===== src/rtl/scope_pkg.sv =====
// Shared widths and capture-FSM state codes for the scope capture writer.
package scope_pkg;

  localparam int SAMPLE_W = 16;
  localparam int WORD_W   = 32;

  typedef logic [1:0] state_t;

  localparam state_t ST_IDLE  = 2'd0;
  localparam state_t ST_FILL  = 2'd1;
  localparam state_t ST_WRITE = 2'd2;
  localparam state_t ST_DONE  = 2'd3;

endpackage


===== src/rtl/scope_capture_writer_if.sv =====
// Avalon-MM write bus between the capture writer (master) and the RAM's s2 port (slave).
interface scope_capture_writer_if #(
  parameter int ADDR_W = 4
);
  import scope_pkg::*;

  logic [ADDR_W-1:0] avm_address;
  logic [3:0]        avm_byteenable;
  logic              avm_chipselect;
  logic              avm_write;
  logic [WORD_W-1:0] avm_writedata;
  logic              avm_waitrequest;
  logic              avm_clken;

  modport master (
    output avm_address, avm_byteenable, avm_chipselect, avm_write, avm_writedata, avm_clken,
    input  avm_waitrequest
  );

  modport slave (
    input  avm_address, avm_byteenable, avm_chipselect, avm_write, avm_writedata, avm_clken,
    output avm_waitrequest
  );

endinterface


===== src/rtl/scope_capture_writer_packer.sv =====
// 2:1 sample-to-word packer: first sample lands in the low half, the second completes the word.
module scope_sample_packer
  import scope_pkg::*;
(
  input  logic                clk,
  input  logic                reset,
  input  logic                restart,
  input  logic                in_valid,
  input  logic [SAMPLE_W-1:0] in_data,
  output logic                word_valid,
  output logic [WORD_W-1:0]   word_data
);

  logic                have_low;
  logic [SAMPLE_W-1:0] low_q;
  logic                half_eff;

  // restart discards any stored half so a same-cycle sample becomes the new low half
  assign half_eff   = have_low & ~restart;
  assign word_valid = in_valid & half_eff;
  assign word_data  = {in_data, low_q};

  always_ff @(posedge clk) begin
    if (reset) begin
      have_low <= 1'b0;
      low_q    <= '0;
    end else if (in_valid) begin
      have_low <= ~half_eff;
      if (!half_eff) low_q <= in_data;
    end else if (restart) begin
      have_low <= 1'b0;
    end
  end

endmodule


===== src/rtl/scope_capture_writer.sv =====
// Avalon-MM write master: packs ADC samples two per word and fills the capture RAM
// from address 0 upward, then reports done.
module scope_capture_writer #(
  parameter int ADDR_W    = 4,
  parameter int SAMPLE_W  = 16,
  parameter int NUM_WORDS = 16
) (
  input  logic                   clk,
  input  logic                   reset,
  input  logic                   start,
  input  logic                   abort,
  input  logic                   sample_valid,
  input  logic [SAMPLE_W-1:0]    sample_data,
  output logic                   busy,
  output logic                   done,
  output logic                   overflow,
  output logic [ADDR_W:0]        words_written,
  scope_capture_writer_if.master avm
);
  import scope_pkg::WORD_W;
  import scope_pkg::state_t;
  import scope_pkg::ST_IDLE;
  import scope_pkg::ST_FILL;
  import scope_pkg::ST_WRITE;
  import scope_pkg::ST_DONE;

  localparam logic [ADDR_W-1:0] LAST_ADDR  = ADDR_W'(NUM_WORDS - 1);
  localparam logic [ADDR_W:0]   LAST_COUNT = (ADDR_W+1)'(NUM_WORDS - 1);

  state_t            state;
  logic              abort_pending;
  logic [ADDR_W:0]   word_count;
  logic [ADDR_W-1:0] addr_q;
  logic [WORD_W-1:0] data_q;
  logic              write_q;
  logic              overflow_q;

  logic              start_ok;
  logic              accepted;
  logic              aborting;
  logic              sample_en;
  logic              word_valid;
  logic [WORD_W-1:0] word_data;

  assign start_ok  = start & ~abort & ((state == ST_IDLE) | (state == ST_DONE));
  assign accepted  = write_q & ~avm.avm_waitrequest;
  assign aborting  = abort | abort_pending;
  assign sample_en = sample_valid & ~aborting & ((state == ST_FILL) | (state == ST_WRITE));

  // One packer serves both roles: in FILL it builds the active word, in WRITE the holding word.
  scope_sample_packer u_packer (
    .clk        (clk),
    .reset      (reset),
    .restart    (start_ok),
    .in_valid   (sample_en),
    .in_data    (sample_data),
    .word_valid (word_valid),
    .word_data  (word_data)
  );

  always_ff @(posedge clk) begin
    if (reset) begin
      state         <= ST_IDLE;
      abort_pending <= 1'b0;
      word_count    <= '0;
      addr_q        <= '0;
      data_q        <= '0;
      write_q       <= 1'b0;
      overflow_q    <= 1'b0;
    end else begin
      case (state)
        ST_IDLE, ST_DONE: begin
          if (abort) begin
            state <= ST_IDLE;
          end else if (start) begin
            state      <= ST_FILL;
            word_count <= '0;
            addr_q     <= '0;
            overflow_q <= 1'b0;
          end
        end
        ST_FILL: begin
          if (abort) begin
            state <= ST_IDLE;
          end else if (word_valid) begin
            data_q  <= word_data;
            write_q <= 1'b1;
            state   <= ST_WRITE;
          end
        end
        ST_WRITE: begin
          // a stalled write must complete before an abort can take effect
          if (abort) abort_pending <= 1'b1;
          if (accepted) begin
            word_count <= word_count + 1'b1;
            if (addr_q != LAST_ADDR) addr_q <= addr_q + 1'b1;
            if (aborting || (word_count == LAST_COUNT)) begin
              write_q       <= 1'b0;
              abort_pending <= 1'b0;
              state         <= aborting ? ST_IDLE : ST_DONE;
            end else if (word_valid) begin
              data_q <= word_data;
            end else begin
              write_q <= 1'b0;
              state   <= ST_FILL;
            end
          end else if (word_valid) begin
            overflow_q <= 1'b1;
          end
        end
        default: state <= ST_IDLE;
      endcase
    end
  end

  assign busy          = (state == ST_FILL) | (state == ST_WRITE);
  assign done          = (state == ST_DONE);
  assign overflow      = overflow_q;
  assign words_written = word_count;

  assign avm.avm_address    = addr_q;
  assign avm.avm_writedata  = data_q;
  assign avm.avm_write      = write_q;
  assign avm.avm_chipselect = write_q;
  assign avm.avm_byteenable = write_q ? 4'hF : 4'h0;
  assign avm.avm_clken      = 1'b1;

endmodule


===== src/flat_wrapper.sv =====
// flat-port wrapper written by rule: the top's interface ports become plain ports
module scope_capture_writer_flat import scope_pkg::WORD_W; import scope_pkg::state_t; import scope_pkg::ST_IDLE; import scope_pkg::ST_FILL; import scope_pkg::ST_WRITE; import scope_pkg::ST_DONE;
#(
  parameter int ADDR_W    = 4,
  parameter int SAMPLE_W  = 16,
  parameter int NUM_WORDS = 16
)
  (clk, reset, start, abort, sample_valid, sample_data, busy, done, overflow, words_written, avm_avm_address, avm_avm_byteenable, avm_avm_chipselect, avm_avm_write, avm_avm_writedata, avm_avm_clken, avm_avm_waitrequest);
  scope_capture_writer_if #(.ADDR_W(ADDR_W)) avm_i ();
  input  logic clk;
  input  logic reset;
  input  logic start;
  input  logic abort;
  input  logic sample_valid;
  input  logic [SAMPLE_W-1:0] sample_data;
  output logic busy;
  output logic done;
  output logic overflow;
  output logic [ADDR_W:0] words_written;
  output wire logic [$bits(avm_i.avm_address)-1:0] avm_avm_address;
  output wire logic [$bits(avm_i.avm_byteenable)-1:0] avm_avm_byteenable;
  output wire logic [$bits(avm_i.avm_chipselect)-1:0] avm_avm_chipselect;
  output wire logic [$bits(avm_i.avm_write)-1:0] avm_avm_write;
  output wire logic [$bits(avm_i.avm_writedata)-1:0] avm_avm_writedata;
  output wire logic [$bits(avm_i.avm_clken)-1:0] avm_avm_clken;
  input wire logic [$bits(avm_i.avm_waitrequest)-1:0] avm_avm_waitrequest;
  assign avm_avm_address = avm_i.avm_address;
  assign avm_avm_byteenable = avm_i.avm_byteenable;
  assign avm_avm_chipselect = avm_i.avm_chipselect;
  assign avm_avm_write = avm_i.avm_write;
  assign avm_avm_writedata = avm_i.avm_writedata;
  assign avm_avm_clken = avm_i.avm_clken;
  assign avm_i.avm_waitrequest = avm_avm_waitrequest;
  scope_capture_writer #(.ADDR_W(ADDR_W), .SAMPLE_W(SAMPLE_W), .NUM_WORDS(NUM_WORDS)) u_core (.clk(clk), .reset(reset), .start(start), .abort(abort), .sample_valid(sample_valid), .sample_data(sample_data), .busy(busy), .done(done), .overflow(overflow), .words_written(words_written), .avm(avm_i));
endmodule

===== config.mk =====
export PLATFORM = sky130hd
export DESIGN_NAME = scope_capture_writer_flat
export DESIGN_NICKNAME = d
export VERILOG_FILES = /design/src/rtl/scope_pkg.sv /design/src/rtl/scope_capture_writer_if.sv /design/src/rtl/scope_capture_writer_packer.sv /design/src/rtl/scope_capture_writer.sv /design/src/flat_wrapper.sv
export SDC_FILE = /design/constraint.sdc
export NUM_CORES = 1
export LEC_CHECK = 0
export ABC_AREA = 1
export BUFFER_PORTS_ARGS = -buffer_cell sky130_fd_sc_hd__buf_2
export CORE_MARGIN = 3
export CORE_UTILIZATION = 35
export DETAILED_ROUTE_END_ITERATION = 7
export GPL_ROUTABILITY_DRIVEN = 0
export PLACE_DENSITY = 0.64
export SETUP_SLACK_MARGIN = 0.15
export SYNTH_ARGS = -nofsm -noshare
export SYNTH_HDL_FRONTEND = slang
export SYNTH_SLANG_ARGS = --single-unit

===== constraint.sdc =====
create_clock -name clk -period 2.7 [get_ports clk]
set_clock_uncertainty 0.05 [all_clocks]
set_input_delay 0.27 -clock clk [delete_from_list [all_inputs] [get_ports clk]]
set_output_delay 0.27 -clock clk [all_outputs]
set_load 0.03 [all_outputs]

# Yosys cells after proc, flatten, opt, wreduce, memory -nomap -nowiden

Cells that the tools add are included.

Reductions and logical operators: 13
Equal/unequal tests: 17
Bitwise logic cells: 15
Multiplexer cells: 39
$add $sub $neg: 2

Operator list:

| kind                | number |
|---|---|
| $mux 32             | 4 |
| $pmux 32 s2         | 1 |
| $mux 4              | 5 |
| $mux 2              | 8 |
| $ne 2x2->1 const B  | 8 |
| $mux 5              | 3 |
| $reduce_and 5->1    | 3 |
| $mux 1              | 13 |
| $reduce_and 4->1    | 3 |
| $pmux 5 s2          | 1 |
| $ne 3x3->1 const B  | 3 |
| $pmux 4 s2          | 1 |
| $and 1x1->1         | 7 |
| $pmux 2 s3          | 1 |
| $reduce_bool 2->1   | 3 |
| $add 5x1->5 const B | 1 |
| $eq 5x4->1 const B  | 1 |
| $not 1->1           | 5 |
| $add 4x1->4 const B | 1 |
| $eq 2x2->1 const B  | 2 |
| $ne 4x4->1 const B  | 1 |
| $pmux 1 s2          | 2 |
| $or 1x1->1          | 3 |
| $eq 2x1->1 const B  | 1 |
| 5 further kinds     | 5 |

Bits of input ports: 22
Output and inout port bits: 51
Word-level logic and storage cells: 95
Flip-flop bits (word level): 63

# Longest topological paths before layout

Depth after elaboration: 10
Depth in mapped cells: 12
Gate-level depth less buffers: 12

# By module

A second synthesis with hierarchy kept.

Cells, all modules: 487
Area total of the unflattened synthesis: 3,339.5 um^2

By module, submodules not included:

| module               | cells an instance | area an instance (um^2) | times used | sequential area each (um^2) |
|---|---|---|---|---|
| scope_capture_writer | 358               | 2,387.3                 | 1          | 920.9 |
| scope_sample_packer  | 129               | 952.2                   | 1          | 340.3 |

# Worst setup path after synthesis

Ideal clock, no wire load.

Path type: register to register
Start: reg u_core.word_count[0], in the netlist u_core.words_written[0]
End: reg u_core.data_q[22], in the netlist u_core.avm.avm_writedata[22]
Cell stages (with the launch flop): 12
Path slack: 880 ps
Clock period less this slack: 1,820 ps
Library setup time: 113 ps
Buffers on the path: 1
Required time: 2,537 ps
Data arrival time: 1,657 ps
Path through: dfxtp_1 -> ha_1 -> nand2_1 -> nor2_1 -> ha_1 -> inv_1 -> nand2_1 -> a21oi_2 -> nand2_4 -> buf_4 -> o21ai_1 -> nor2_1

Cells in the longest elaborated chain, start to end: 4

Ends and longest elaborated chain:

| item                       | line                        | source |
|---|---|---|
| start, declared            | scope_capture_writer.sv:32  | `logic [ADDR_W:0] word_count;` |
| start signal, assigned     | scope_capture_writer.sv:95  | `word_count <= word_count + 1'b1;` |
| $eq 5x4->1                 | scope_capture_writer.sv:97  | `if (aborting \|\| (word_count == LAST_COUNT)) begin` |
| $logic_or 1x1->1           | scope_capture_writer.sv:97  |  |
| $ne 2x2->1 (no line)       | n/a                         |  |
| $reduce_and 4->1 (no line) | n/a                         |  |
| end signal, assigned       | scope_capture_writer.sv:86  | `data_q <= word_data;` |
| end signal, assigned       | scope_capture_writer.sv:102 | `data_q <= word_data;` |
| end, declared              | scope_capture_writer.sv:34  | `logic [WORD_W-1:0] data_q;` |

No other way between the ends.
A chain may end at the register's enable or synchronous reset.

# Worst setup path in the final report

Start: reg u_core.state[0]
End: reg u_core.data_q[0], in the netlist u_core.avm.avm_writedata[0]

Cells in the longest elaborated chain, start to end: 10
Elaborated cells on any way between the ends: 21
Those cells by class: eq/ne: 6; mux: 5; bitwise: 7; reduce/logical: 3

Ends and longest elaborated chain:

| item                                                 | line                              | source |
|---|---|---|
| start, declared                                      | scope_capture_writer.sv:30        | `state_t state;` |
| start signal, assigned                               | scope_capture_writer.sv:100       | `state <= aborting ? ST_IDLE : ST_DONE;` |
| $eq 2x2->1 / $logic_not 2->1 (equally long branches) | scope_capture_writer.sv:45        | `assign start_ok = start & ~abort & ((state == ST_IDLE) \| (state == ST_DONE));` |
| $or 1x1->1                                           | scope_capture_writer.sv:45        |  |
| $and 1x1->1                                          | scope_capture_writer.sv:45        |  |
| $not 1->1                                            | scope_capture_writer_packer.sv:19 | `assign half_eff = have_low & ~restart;` |
| $and 1x1->1                                          | scope_capture_writer_packer.sv:19 |  |
| $and 1x1->1                                          | scope_capture_writer_packer.sv:20 | `assign word_valid = in_valid & half_eff;` |
| $mux 32 (3 in a row)                                 | n/a                               |  |
| $pmux 32 s2                                          | scope_capture_writer.sv:71        | `case (state)` |

Parallel ways exist; a longest one is shown, timed or not. The select of a mux whose other input is x is not followed.

==> metrics.yaml <==
outcome:
  status: "completed"
logic_synthesis:
  synthAdderAreaFrac: 0.0281
  ys_seq_area_frac: 0.472
  synthXorXnorAreaFrac: 0.00328
  synth_compound_area_frac: 0.138
  synthMuxAreaShare: 0
  synth_top_area_cell: "dfxtp_1"
  ys_warn_count: 0
  syn_nets: 382
  synth_simple_gate_area_share: 0.259
  ys_seq_elements: 63
  synth_cell_types: 29
  synth_top_family_by_area: "simple AND/OR/NAND/NOR gates"
  synth_area_mm2: 0.00267
  yosysTopAreaCellShare: 0.472
  syn-instance-count: 354
  synthTopCellsByArea: "dfxtp_1 (47%), nor2_1 (15%), o21ai_0 (7.3%)"
  postSynthAreaPerCell_um2: 7.55
floorplan:
  rows: 31
  io_pins: 73
  die_x_um: 93.4
  die-area_mm2: 0.00872
  dieHeight_um: 93.4
  design.core.area_mm2: 0.00733
  start_util: 0.364
grt:
  track_usage: 0.136
  antenna_found_initial: 0
  grt_pass1_vias: 2145
  grt.overflow.total: 0
  grt_pass1_wl_um: 9410
  grt_start_max_net_pins: 53
clocking:
  cts_hold_buffers: 0
  cts-root-buf: "clkbuf_8"
  cts_tree: "yes"
  cts_setup_buffers: 0
  cts_sinks: 63
  cts_inserted_buffers: 9
  clock_latency_ns: 0.33
  cts_max_level: 3
  cts_resized: 0
  clock_path_buffers: 2
  clk_pin_slew_ns: 0.07
placed_design:
  dp.cells: 505
  hpwl_um: 4090
  placed_cell_area_mm2: 0.00300
  dpl_worst_slack_ns: 0.580
  port_buffers: 71
routing:
  wl_per_cell_um: 11.2
  wl_met1_um: 2780
  met3_wirelength_um: 366
  drc: 0
  final_antenna_net_count: 0
  vias_per_cell: 4.41
  wl_um: 5830
  vias: 2300
  drt_iter0_markers: 91
  dr.pass1.iters: 4
  top_layer_used: "met4"
  met2_length_um: 2590
critical_path:
  critPathSlowestCell: "ha_1"
  crit_required_ns: 2.92
  endpoint_kind: "flop"
  worstPathArrival_ns: 2.33
  critPathMaxStageDelay_ns: 0.38
  crit_path_frequent_cell: "nor2_1"
  worst-setup-path-type: "flop to flop"
  worstSetupStartpointType: "flop"
  worstPathCellList: "inv_1, ha_1, nor2_1, nand2_2, nor2_4, nand2_4, inv_4, nor2_1, nor2_1"
  crit_buf_inv: 2
  cp_max_fo: 33
  worst_path_dominant_cell_family: "simple AND/OR/NAND/NOR gates"
layout:
  layout_common_cells: "nor2_1 (110), buf_2 (71), dfxtp_1 (63)"
  fin_util: 0.441
  final_common_cell: "nor2_1"
  fillers: 758
  design_area_mm2: 0.00323
  synthToLayoutAreaGrowth_pct: 20.9
  drive_gt1_frac: 0.244
  multi_input_area_mm2: 0.00115
  final_cells: 521
  regArea_mm2: 0.00126
  nets: 445
  antenna_cells: 0
sta:
  setup_tns_ns: 0
  rsz0062_at_grt: "false"
  setup_violations: 0
  max_freq_ghz: 0.472
  layout_setup_ws_ns: 0.584
  period_share: 0.784
  fin_crit_ns: 2.12
  maxSlewViolCount: 0
  hold_viol: 0
run:
  cap_violations: 0
pwr:
  power.density_mw_per_mm2: 844
  peakVddDrop_v: 0.000291
  p_leak_nw: 1.49
min_path:
  hold_class: "primary input to flop"
==> power by group <==
| part | leakage, nW | internal [mW] | switching (mW) |
|---|---|---|---|
| Clock | 0.111 | 0.531 | 0.397 |
| Sequential | 0.509 | 1.02 | 0.0556 |
| Combinational | 0.868 | 0.221 | 0.500 |
==> layout make-up <==
class / count / share of cell area
Sequential cell: 63 / 0.391
Multi-Input combinational cell: 243 / 0.355
Timing Repair Buffer: 72 / 0.112
Clock buffer: 9 / 0.0384
Tap cell: 99 / 0.0384
Inverter: 28 / 0.0333
Clock inverter: 7 / 0.0318
==> registers in the layout, indices dropped and copies added, names as in the netlist <==
register / cells
u_core.abort_pending: 1
u_core.avm.avm_address: 4
u_core.avm.avm_chipselect: 1
u_core.avm.avm_writedata: 32
u_core.overflow: 1
u_core.state: 2
u_core.u_packer.have_low: 1
u_core.u_packer.low_q: 16
u_core.words_written: 5
==> cell families (layout without fill, tap and decap cells) <==
logic type / Yosys count / after routing
adders and majority gates: 6 / 6
buffers and inverters: 48 / 116
AOI/OAI and AO/OA: 71 / 71
DFF: 63 / 63
other: 1 / 1
xor gates and xnor gates: 1 / 1
and+or+nand+nor: 164 / 164
==> final timing paths <==
kind | start | end | slack (ns) | cells after the start
setup / recovery | u_core.state[0]$_SDFFE_PP0P_ | u_core.avm.avm_writedata[0]$_SDFFE_PP0P_ | 0.58 | 9
hold / removal | sample_data[4] | u_core.avm.avm_writedata[20]$_SDFFE_PP0P_ | 0.14 | 3
setup reg to reg | u_core.state[0]$_SDFFE_PP0P_ | u_core.avm.avm_writedata[0]$_SDFFE_PP0P_ | 0.58 | 9
hold reg to reg | u_core.overflow$_SDFFE_PP0P_ | u_core.overflow$_SDFFE_PP0P_ | 0.40 | 2
==> through the flow <==
stage	hold slack (ns)	total power, mW
2_1_floorplan	0.289	1.71
3_3_place_gp	0.385	1.82
3_5_place_dp	0.392	1.82
4_1_cts	0.123	2.76
5_1_grt	0.131	2.90
6_report	0.140	2.73
==> cells in the mapped netlist (all sizes together) <==
| cell type | n |
|---|---|
| xor2 | 1 |
| ha | 6 |
| dfxtp | 63 |
| nand2 | 38 |
| a21oi | 13 |
| nor3b | 1 |
| nand4 | 3 |
| and3 | 1 |
| nor2 | 113 |
| a21boi | 1 |
| clkbuf | 6 |
| buf | 14 |
| conb | 1 |
| o21ai | 56 |
| nand3 | 8 |
| inv | 28 |
| o21bai | 1 |
==> tightest hold or removal path, stage by stage <==
cell and delay [ns]:
buf_2 0.08, o21ai_1 0.06, nor2_1 0.07
==> layer usage <==
metal  vias to the layer above  track usage
li1                       1244            -
met1                      1000        0.171
met2                        50        0.208
met3                         6       0.0475
met4                         0       0.0586
met5                         -            0
Note: power is estimated with default switching activity, not from simulation.
